--- src/rtl/ysyx_22041461_mem_lsu_pkg.sv ---
// rtl/ysyx_22041461_mem_lsu_pkg.sv - MEM_ctrl opcodes, LSU state encoding and opcode decode helpers
package ysyx_22041461_mem_lsu_pkg;

    localparam int LSU_DATA_W = 64;
    localparam int LSU_NBYTES = 8;

    localparam logic [3:0] MEM_NOP = 4'd0;
    localparam logic [3:0] MEM_LB  = 4'd1;
    localparam logic [3:0] MEM_LH  = 4'd2;
    localparam logic [3:0] MEM_LW  = 4'd3;
    localparam logic [3:0] MEM_LD  = 4'd4;
    localparam logic [3:0] MEM_LBU = 4'd5;
    localparam logic [3:0] MEM_LHU = 4'd6;
    localparam logic [3:0] MEM_LWU = 4'd7;
    localparam logic [3:0] MEM_SB  = 4'd8;
    localparam logic [3:0] MEM_SH  = 4'd9;
    localparam logic [3:0] MEM_SW  = 4'd10;
    localparam logic [3:0] MEM_SD  = 4'd11;

    typedef enum logic [1:0] {
        LSU_IDLE = 2'd0,
        LSU_REQ  = 2'd1,
        LSU_WAIT = 2'd2,
        LSU_DONE = 2'd3
    } lsu_state_e;

    // Codes 12..15 fall outside the range and behave as NOP.
    function automatic logic is_mem_op(input logic [3:0] op);
        return (op >= MEM_LB) && (op <= MEM_SD);
    endfunction

    function automatic logic is_store(input logic [3:0] op);
        return (op >= MEM_SB) && (op <= MEM_SD);
    endfunction

    // log2 of the access size in bytes.
    function automatic logic [1:0] op_size(input logic [3:0] op);
        logic [1:0] sz;
        case (op)
            MEM_LB, MEM_LBU, MEM_SB: sz = 2'd0;
            MEM_LH, MEM_LHU, MEM_SH: sz = 2'd1;
            MEM_LW, MEM_LWU, MEM_SW: sz = 2'd2;
            default:                 sz = 2'd3;
        endcase
        return sz;
    endfunction

    function automatic logic is_aligned(input logic [3:0] op, input logic [2:0] off);
        logic ok;
        case (op_size(op))
            2'd0:    ok = 1'b1;
            2'd1:    ok = (off[0] == 1'b0);
            2'd2:    ok = (off[1:0] == 2'b00);
            default: ok = (off == 3'b000);
        endcase
        return ok;
    endfunction

endpackage

--- src/rtl/ysyx_22041461_mem_lsu_fmt.sv ---
// rtl/ysyx_22041461_mem_lsu_fmt.sv - combinational store lane/mask generator and load extractor/extender
module ysyx_22041461_mem_lsu_fmt
    import ysyx_22041461_mem_lsu_pkg::*;
(
    input  logic [3:0]            i_op,
    input  logic [2:0]            i_off,
    input  logic [LSU_DATA_W-1:0] i_wdata,
    input  logic [LSU_DATA_W-1:0] i_rdata,
    output logic [LSU_DATA_W-1:0] o_st_wdata,
    output logic [LSU_NBYTES-1:0] o_st_wmask,
    output logic [LSU_DATA_W-1:0] o_ld_data
);

    logic [5:0]            w_shamt;
    logic [LSU_DATA_W-1:0] w_rshift;

    assign w_shamt    = {i_off, 3'b000};
    assign w_rshift   = i_rdata >> w_shamt;
    assign o_st_wdata = i_wdata << w_shamt;

    always_comb begin
        o_st_wmask = '0;
        case (i_op)
            MEM_SB:  o_st_wmask = 8'h01 << i_off;
            MEM_SH:  o_st_wmask = 8'h03 << i_off;
            MEM_SW:  o_st_wmask = 8'h0F << i_off;
            MEM_SD:  o_st_wmask = 8'hFF;
            default: o_st_wmask = '0;
        endcase
    end

    // Stores and NOPs yield zero so a store completion returns ld_data = 0.
    always_comb begin
        o_ld_data = '0;
        case (i_op)
            MEM_LB:  o_ld_data = {{56{w_rshift[7]}},  w_rshift[7:0]};
            MEM_LH:  o_ld_data = {{48{w_rshift[15]}}, w_rshift[15:0]};
            MEM_LW:  o_ld_data = {{32{w_rshift[31]}}, w_rshift[31:0]};
            MEM_LD:  o_ld_data = w_rshift;
            MEM_LBU: o_ld_data = {56'd0, w_rshift[7:0]};
            MEM_LHU: o_ld_data = {48'd0, w_rshift[15:0]};
            MEM_LWU: o_ld_data = {32'd0, w_rshift[31:0]};
            default: o_ld_data = '0;
        endcase
    end

endmodule

--- src/rtl/ysyx_22041461_mem_lsu.sv ---
// rtl/ysyx_22041461_mem_lsu.sv - MEM-stage load/store unit: request/response sequencing and pipeline stall
module ysyx_22041461_mem_lsu
    import ysyx_22041461_mem_lsu_pkg::*;
#(
    parameter int ADDR_W = 64
) (
    input  logic                  i_clk,
    input  logic                  i_rst_n,
    input  logic                  i_valid,
    input  logic [3:0]            i_mem_ctrl,
    input  logic [ADDR_W-1:0]     i_addr,
    input  logic [LSU_DATA_W-1:0] i_wdata,
    output logic                  o_mem_stall,
    output logic                  o_dmem_req_valid,
    input  logic                  i_dmem_req_ready,
    output logic                  o_dmem_req_wen,
    output logic [ADDR_W-1:0]     o_dmem_req_addr,
    output logic [LSU_DATA_W-1:0] o_dmem_req_wdata,
    output logic [LSU_NBYTES-1:0] o_dmem_req_wmask,
    input  logic                  i_dmem_resp_valid,
    input  logic [LSU_DATA_W-1:0] i_dmem_resp_rdata,
    output logic [LSU_DATA_W-1:0] o_ld_data,
    output logic                  o_ld_valid,
    output logic                  o_misalign_exc
);

    lsu_state_e r_state;
    lsu_state_e w_next;

    logic [3:0]            r_op;
    logic [2:0]            r_off;
    logic                  r_misalign;
    logic                  r_req_wen;
    logic [ADDR_W-1:0]     r_req_addr;
    logic [LSU_DATA_W-1:0] r_req_wdata;
    logic [LSU_NBYTES-1:0] r_req_wmask;
    logic [LSU_DATA_W-1:0] r_ld_data;

    logic                  w_idle;
    logic                  w_start;
    logic                  w_aligned;
    logic [3:0]            w_fmt_op;
    logic [2:0]            w_fmt_off;
    logic [LSU_DATA_W-1:0] w_st_wdata;
    logic [LSU_NBYTES-1:0] w_st_wmask;
    logic [LSU_DATA_W-1:0] w_ld_ext;

    assign w_idle    = (r_state == LSU_IDLE);
    // Gated by reset so every output, including the stall, reads 0 while in reset.
    assign w_start   = i_rst_n & i_valid & is_mem_op(i_mem_ctrl) & w_idle;
    assign w_aligned = is_aligned(i_mem_ctrl, i_addr[2:0]);

    // One formatter serves both directions: live inputs while capturing, the held copy afterwards.
    assign w_fmt_op  = w_idle ? i_mem_ctrl  : r_op;
    assign w_fmt_off = w_idle ? i_addr[2:0] : r_off;

    ysyx_22041461_mem_lsu_fmt u_fmt (
        .i_op       (w_fmt_op),
        .i_off      (w_fmt_off),
        .i_wdata    (i_wdata),
        .i_rdata    (i_dmem_resp_rdata),
        .o_st_wdata (w_st_wdata),
        .o_st_wmask (w_st_wmask),
        .o_ld_data  (w_ld_ext)
    );

    always_ff @(posedge i_clk or negedge i_rst_n) begin
        if (!i_rst_n) begin
            r_state <= LSU_IDLE;
        end else begin
            r_state <= w_next;
        end
    end

    always_comb begin
        w_next = r_state;
        case (r_state)
            LSU_IDLE: begin
                if (w_start) begin
                    w_next = w_aligned ? LSU_REQ : LSU_DONE;
                end
            end
            LSU_REQ: begin
                if (i_dmem_req_ready) begin
                    w_next = LSU_WAIT;
                end
            end
            LSU_WAIT: begin
                if (i_dmem_resp_valid) begin
                    w_next = LSU_DONE;
                end
            end
            LSU_DONE: w_next = LSU_IDLE;
            default:  w_next = LSU_IDLE;
        endcase
    end

    always_ff @(posedge i_clk or negedge i_rst_n) begin
        if (!i_rst_n) begin
            r_op        <= MEM_NOP;
            r_off       <= '0;
            r_misalign  <= 1'b0;
            r_req_wen   <= 1'b0;
            r_req_addr  <= '0;
            r_req_wdata <= '0;
            r_req_wmask <= '0;
            r_ld_data   <= '0;
        end else begin
            if (w_start) begin
                r_op       <= i_mem_ctrl;
                r_off      <= i_addr[2:0];
                r_misalign <= ~w_aligned;
                r_ld_data  <= '0;
                if (w_aligned) begin
                    r_req_wen   <= is_store(i_mem_ctrl);
                    r_req_addr  <= {i_addr[ADDR_W-1:3], 3'b000};
                    r_req_wdata <= w_st_wdata;
                    r_req_wmask <= w_st_wmask;
                end
            end
            if ((r_state == LSU_WAIT) && i_dmem_resp_valid) begin
                r_ld_data <= w_ld_ext;
            end
        end
    end

    assign o_mem_stall      = w_start | (r_state == LSU_REQ) | (r_state == LSU_WAIT);
    assign o_dmem_req_valid = (r_state == LSU_REQ);
    assign o_dmem_req_wen   = r_req_wen;
    assign o_dmem_req_addr  = r_req_addr;
    assign o_dmem_req_wdata = r_req_wdata;
    assign o_dmem_req_wmask = r_req_wmask;
    assign o_ld_data        = r_ld_data;
    assign o_ld_valid       = (r_state == LSU_DONE);
    assign o_misalign_exc   = (r_state == LSU_DONE) & r_misalign;

endmodule
--- config.mk ---
export PLATFORM = sky130hd
export DESIGN_NAME = ysyx_22041461_mem_lsu
export DESIGN_NICKNAME = d
export VERILOG_FILES = /design/src/rtl/ysyx_22041461_mem_lsu_pkg.sv /design/src/rtl/ysyx_22041461_mem_lsu_fmt.sv /design/src/rtl/ysyx_22041461_mem_lsu.sv
export SDC_FILE = /design/constraint.sdc
export NUM_CORES = 1
export LEC_CHECK = 0
export ABC_CLOCK_PERIOD_IN_PS = 7500
export BUFFER_PORTS_ARGS = -buffer_cell sky130_fd_sc_hd__buf_4
export CORE_MARGIN = 3
export CORE_UTILIZATION = 40
export CTS_CLUSTER_SIZE = 8
export DETAILED_ROUTE_END_ITERATION = 12
export PLACE_DENSITY_LB_ADDON = 0.25
export SYNTH_ARGS = -nofsm -noshare
export SYNTH_HDL_FRONTEND = slang
export SYNTH_SLANG_ARGS = --single-unit
--- constraint.sdc ---
create_clock -name i_clk -period 7.5 [get_ports i_clk]
set_clock_uncertainty 0.05 [all_clocks]
set_input_delay 1.125 -clock i_clk [delete_from_list [all_inputs] [get_ports i_clk]]
set_output_delay 1.125 -clock i_clk [all_outputs]
set_load 0.05 [all_outputs]
======== After elaboration in Yosys (flattened, before gate mapping) ========
Memories as Yosys holds them, arrays and structs flattened.
Index checks and enable logic that the tools add are counted.
operators by class
  multipliers ............................. 0
  mux-type cells .......................... 12
  bitwise gates (word level) .............. 8
  reduce and logical (&&, ||, !) cells .... 10
  shift operators ......................... 5
  add/sub/neg operators ................... 0
  equal/unequal tests ..................... 19
  divide/modulo/power cells ............... 0
  $lt $le $gt $ge ......................... 3
operator list
  cell                 number
  $pmux 64 s7          1
  $mux 64              2
  $shl 64x6->64        1
  $shr 64x6->64        1
  $pmux 8 s4           1
  $eq 4x3->1 const B   4
  $eq 4x4->1 const B   4
  $eq 4x2->1 const B   2
  $mux 2               4
  $pmux 2 s4           1
  $shl 1x3->8 const A  1
  $shl 2x3->8 const A  1
  $shl 4x3->8 const A  1
  $eq 2x2->1 const B   3
  $logic_not 2->1      3
  $and 1x1->1          4
  $eq 2x1->1 const B   2
  $eq 4x1->1 const B   1
  $ge 4x1->1 const B   1
  $ge 4x4->1 const B   1
  $le 4x4->1 const B   1
  $mux 4               1
  $ne 2x1->1 const B   2
  $logic_and 1x1->1    3
  other kinds (9)      11
word-level totals
  memories kept ........................... 1
  latch bits .............................. 0
  logic and storage cells ................. 67
  bits in writable memories ............... 0
  bits of input ports ..................... 201
  output and inout port bits .............. 205
  flip-flop bits (word level) ............. 208
  bits in read-only memories .............. 32
memories
  memory            words  bits a word  read ports  clocked after memory_dff  write ports  line                             source
  (name not given)  16     2            1           0                         0            ysyx_22041461_mem_lsu_pkg.sv:39  case (op)

======== Longest topological paths before layout ========
  depth after elaboration ................. 6
  depth in mapped cells ................... 12
  depth with buffers taken out ............ 8

======== By module ========
Synthesis repeated with hierarchy kept, for this count alone.
unflattened totals
  cells, all modules ...................... 1227
  area, all modules ....................... 12482.0 um^2
by module, submodules not included
  module                     sequential area each (um^2)  instances  area each (um^2)  cells each
  ysyx_22041461_mem_lsu      5205.0                       1          8232.9            634
  ysyx_22041461_mem_lsu_fmt  0.0                          1          4249.1            593

======== Least setup slack after synthesis ========
No wires, ideal clock.
  path type ............................... in2out
  start point ............................. input port i_mem_ctrl[1]
  end point ............................... output port o_mem_stall
  buffers on the path ..................... 1
  stages .................................. 7
  path slack .............................. 3558 ps
  data required time ...................... 6325 ps
  arrival ................................. 2767 ps
  cells stage by stage .................... inv_1 -> ha_1 -> or4b_1 -> and3_1 -> nand2_1 -> clkbuf_1 -> nand2_1
on the way
  longest elaborated chain between the ends .. 6
  elaborated cells between the ends (all ways) .. 7
RTL lines
  what                                             line                             source
  start, declared                                  ysyx_22041461_mem_lsu.sv:10      input logic [3:0] i_mem_ctrl,
  $ge 4x1->1 / $le 4x4->1 (equally long branches)  ysyx_22041461_mem_lsu_pkg.sv:29  return (op >= MEM_LB) && (op <= MEM_SD);
  $logic_and 1x1->1 (*)                            ysyx_22041461_mem_lsu_pkg.sv:29
  $and 1x1->1 (*) (2 in series)                    ysyx_22041461_mem_lsu.sv:50      assign w_start = i_rst_n & i_valid & is_mem_op(i_mem_ctrl) & w_idle;
  $or 1x1->1 (*) (2 in series)                     ysyx_22041461_mem_lsu.sv:127     assign o_mem_stall = w_start | (r_state == LSU_REQ) | (r_state == LSU_WAIT);
  end, declared                                    ysyx_22041461_mem_lsu.sv:13      output logic o_mem_stall,
Every way passes the cells marked *; elsewhere a longest branch is shown, timed or not.

======== Final worst setup path ========
  start point ............................. input port i_mem_ctrl[0]
  end point ............................... output port o_mem_stall
Same word-level chain as after synthesis.

==> qor.yml <==
place:
  numPortBuffers: 402
  dp_hpwl_mm: 33.9
  dp_slack_ns: 3.21
  place_inst: 2123
  place_congestion: 0.950
worst_setup_path:
  crit_chain: "buf_4 > inv_1 > ha_1 > or4b_1 > and3_1 > nand2_1 > nand2_1 > buf_4"
  start_kind: "input pin"
  cp_max_fo: 14
  path_class: "in -> out"
  worstPathRequired_ns: 6.32
  end_kind: "output port"
  slowest_delay_ns: 0.50
  arrival_ns: 3.00
  slowest_stage: "or4b_1"
global_route:
  antenna_found_initial: 0
  grt_use_total_pct: 27.4
  grt_pass1_vias: 11998
  overflow: 0
  grt_first_pass_wirelength_mm: 71.8
  grt_max_degree: 94
synth:
  synth_fa_ha_area_share_pct: 0.708
  synth_compound_area_share_pct: 14.0
  yosys-top-cells-count: "nand2_1, dfrtp_1, mux2i_1, nor2_1, o21ai_0"
  synthArstFlopShare_pct: 100
  yosys.area.top_type: "dfrtp_1"
  synthCells: 1420
  ys.flop_type: "dfrtp_1"
  synth.distinct_cells: 70
  synthesis.area_sq_um: 12400
  synth_edf_count: 0
  yosys_warnings: 0
  ys_top_cells_by_area: "dfrtp_1, nand2_1, mux4_2"
  synth_top_family_by_area: "simple AND/OR/NAND/NOR gates"
  synthMuxAreaShare_pct: 14.7
  synth_top_cell_area_share_pct: 42.1
  synth_xor_area_share_pct: 0
  yosysSeqAreaShare_pct: 42.1
  synth.ff_latch_count: 208
  synth_simple_gate_area_share_pct: 23.9
  syn-mean-instance-area_sq_um: 8.71
  yosysMostFrequentCell: "nand2_1"
timing:
  clock.fmax_mhz: 240
  finalHoldViolCount: 0
  layout_setup_ws_ns: 3.33
  relSlewSlack_pct: 17.1
  period_needed_ns: 4.17
  maxSlewViolCount: 0
  setup_viol: 0
  rsz0062_at_grt: "no"
  setup_tns_ns: 0
  tightest_slew_ns: 1.24
  period_share_pct: 55.6
detailed_routing:
  drc_errors: 0
  drt-vias-per-instance: 5.78
  drt_iter0_markers: 1118
  finalWirelength_mm: 47.4
  firstDrtPassIters: 5
  vias: 12460
  antenna_left: 0
  wl_met1_mm: 18.5
  met2_length_mm: 22.5
  wl_met3_mm: 4.59
  wl_per_cell_microns: 22.0
  routed.top_layer: "met4"
clocking:
  htreeDepth: 1
  path_clk_slew_ns: 0.05
  cts_hold_buffers: 0
  cts_setup_buffers: 0
  ctsRootBufferMaster: "clkbuf_16"
  insertion_delay_ns: 0.54
  cts_tree: "built"
  clkSinkCount: 208
  clockBufferDepth: 3
  cts_made_buffers: 30
  cts_resized: 0
floorplanning:
  die_x_microns: 182
  dieArea_sq_um: 33100
  rows: 63
  core_region_area_sq_um: 30000
  initial_utilization_pct: 41.2
  die_h_microns: 182
  pin_count: 406
cells_and_area:
  drive_gt1_share_pct: 30.3
  finalNonFillerCells: 2157
  nets: 1973
  n_fill_cell: 2766
  n_antenna_cell: 0
  syn2layout_area_growth_pct: 32.6
flow_run:
  drv_cap: 0
run_status:
  outcome: "finished, final reports clean"
hold_path:
  min_path_type: "reg -> reg"
power:
  vdd_ir_drop_max_uv: 274
  p_per_area_nw_per_um2: 519
  leakagePower_nw: 8.16
per-stage QoR:
step	area [sq um]	hold slack, ns	total power, mW	util, %
after floorplan	12400	0.417	5.65	-
after global placement	15600	0.401	7.17	51.8
after detailed placement	15600	0.407	7.24	51.8
after CTS	16400	0.419	8.52	54.6
after global routing	16400	0.438	8.98	54.6
final	16400	0.416	8.51	54.6
cell usage in the layout, fill, tap and decap left out, types with 3 or more instances in the layout:
cell type  netlist  routed
a21oi_1         41      41
a32oi_1          8       8
o21ai_1          3       3
nand4_1          9       9
and2_1           3       3
mux2_2           5       5
clkbuf_16        0      31
nor4_1           7       7
mux2i_4          2       4
mux2_4           4       4
nand3_1         59      58
conb_1           1       3
o21ai_0         71      71
nand2b_1         3       3
nor2b_1          4       3
nand3b_1         3       3
nor4b_1          3       3
inv_1            9       9
buf_4            9     420
ha_1             7       7
mux2i_1         76      74
and3_1          12      12
nand2_1        491     491
a31oi_1         39      39
o31ai_1          9       9
nor3_1           9       9
a211oi_1        34      34
o211ai_1        22      22
mux4_2          40      40
a21o_1           3       3
a2bb2oi_1        7       7
nor4b_2          5       5
nor2_1          74      73
dfrtp_1        208     208
layer usage:
metal,up-vias,GRT usage [%]
li1,5660,-
met1,6027,36.1
met2,668,44.9
met3,105,5.59
met4,0,9.60
met5,-,0
power breakdown:
part	internal [mW]	switching [mW]	total, mW
sequential	1.54	0.269	1.81
clock	0.770	0.486	1.26
combinational	1.75	3.69	5.44
state kept, by name, indices dropped and copies added, names as in the netlist:
register / flops
o_ld_data: 64
o_dmem_req_addr: 61
r_state: 2
r_misalign: 1
r_op: 4
r_off: 3
o_dmem_req_wdata: 64
o_dmem_req_wen: 1
o_dmem_req_wmask: 8
worst paths after layout:
kind                                            startpoint                          endpoint  slack (ns)  cells after the start
hold / removal             o_dmem_req_wdata[7]$_DFFE_PN0P_   o_dmem_req_wdata[7]$_DFFE_PN0P_        0.42                      2
min in group asynchronous                          i_rst_n  o_dmem_req_wdata[55]$_DFFE_PN0P_        0.44                      1
setup / recovery                             i_mem_ctrl[0]                       o_mem_stall        3.33                      8
setup reg to reg                    r_state[0]$_DFFE_PN0P_         o_ld_data[56]$_DFFE_PN0P_        3.38                     10
hold reg to reg            o_dmem_req_wdata[7]$_DFFE_PN0P_   o_dmem_req_wdata[7]$_DFFE_PN0P_        0.42                      2
max in group asynchronous                          i_rst_n         o_ld_data[38]$_DFFE_PN0P_        5.09                      3
cells by family (layout without fill, tap and decap cells):
kind of cell | count (synthesis) | count (layout)
AOI/OAI and AO/OA | 260 | 260
adders and majority gates | 7 | 7
buffers and inverters | 119 | 464
DFF | 208 | 208
muxes | 127 | 127
other | 1 | 3
and+or+nand+nor | 698 | 698
final cells by class:
class / instances / area [sq um] / area share [%]
Clock inverter: 1 / 30.0 / 0.183
Clock buffer: 33 / 803 / 4.90
Timing Repair Buffer: 421 / 3170 / 19.3
Inverter: 9 / 33.8 / 0.206
Multi-Input combinational cell: 1095 / 6670 / 40.7
Sequential cell: 208 / 5200 / 31.7
Tap cell: 390 / 488 / 2.98
worst max-delay path, delay by kind of cell:
kind                       cells  cell delay (ns)
and+or+nand+nor                4             1.26
adders and majority gates      1             0.18
buffers and inverters          3             0.43
Note: power is estimated with default switching activity, not from simulation.
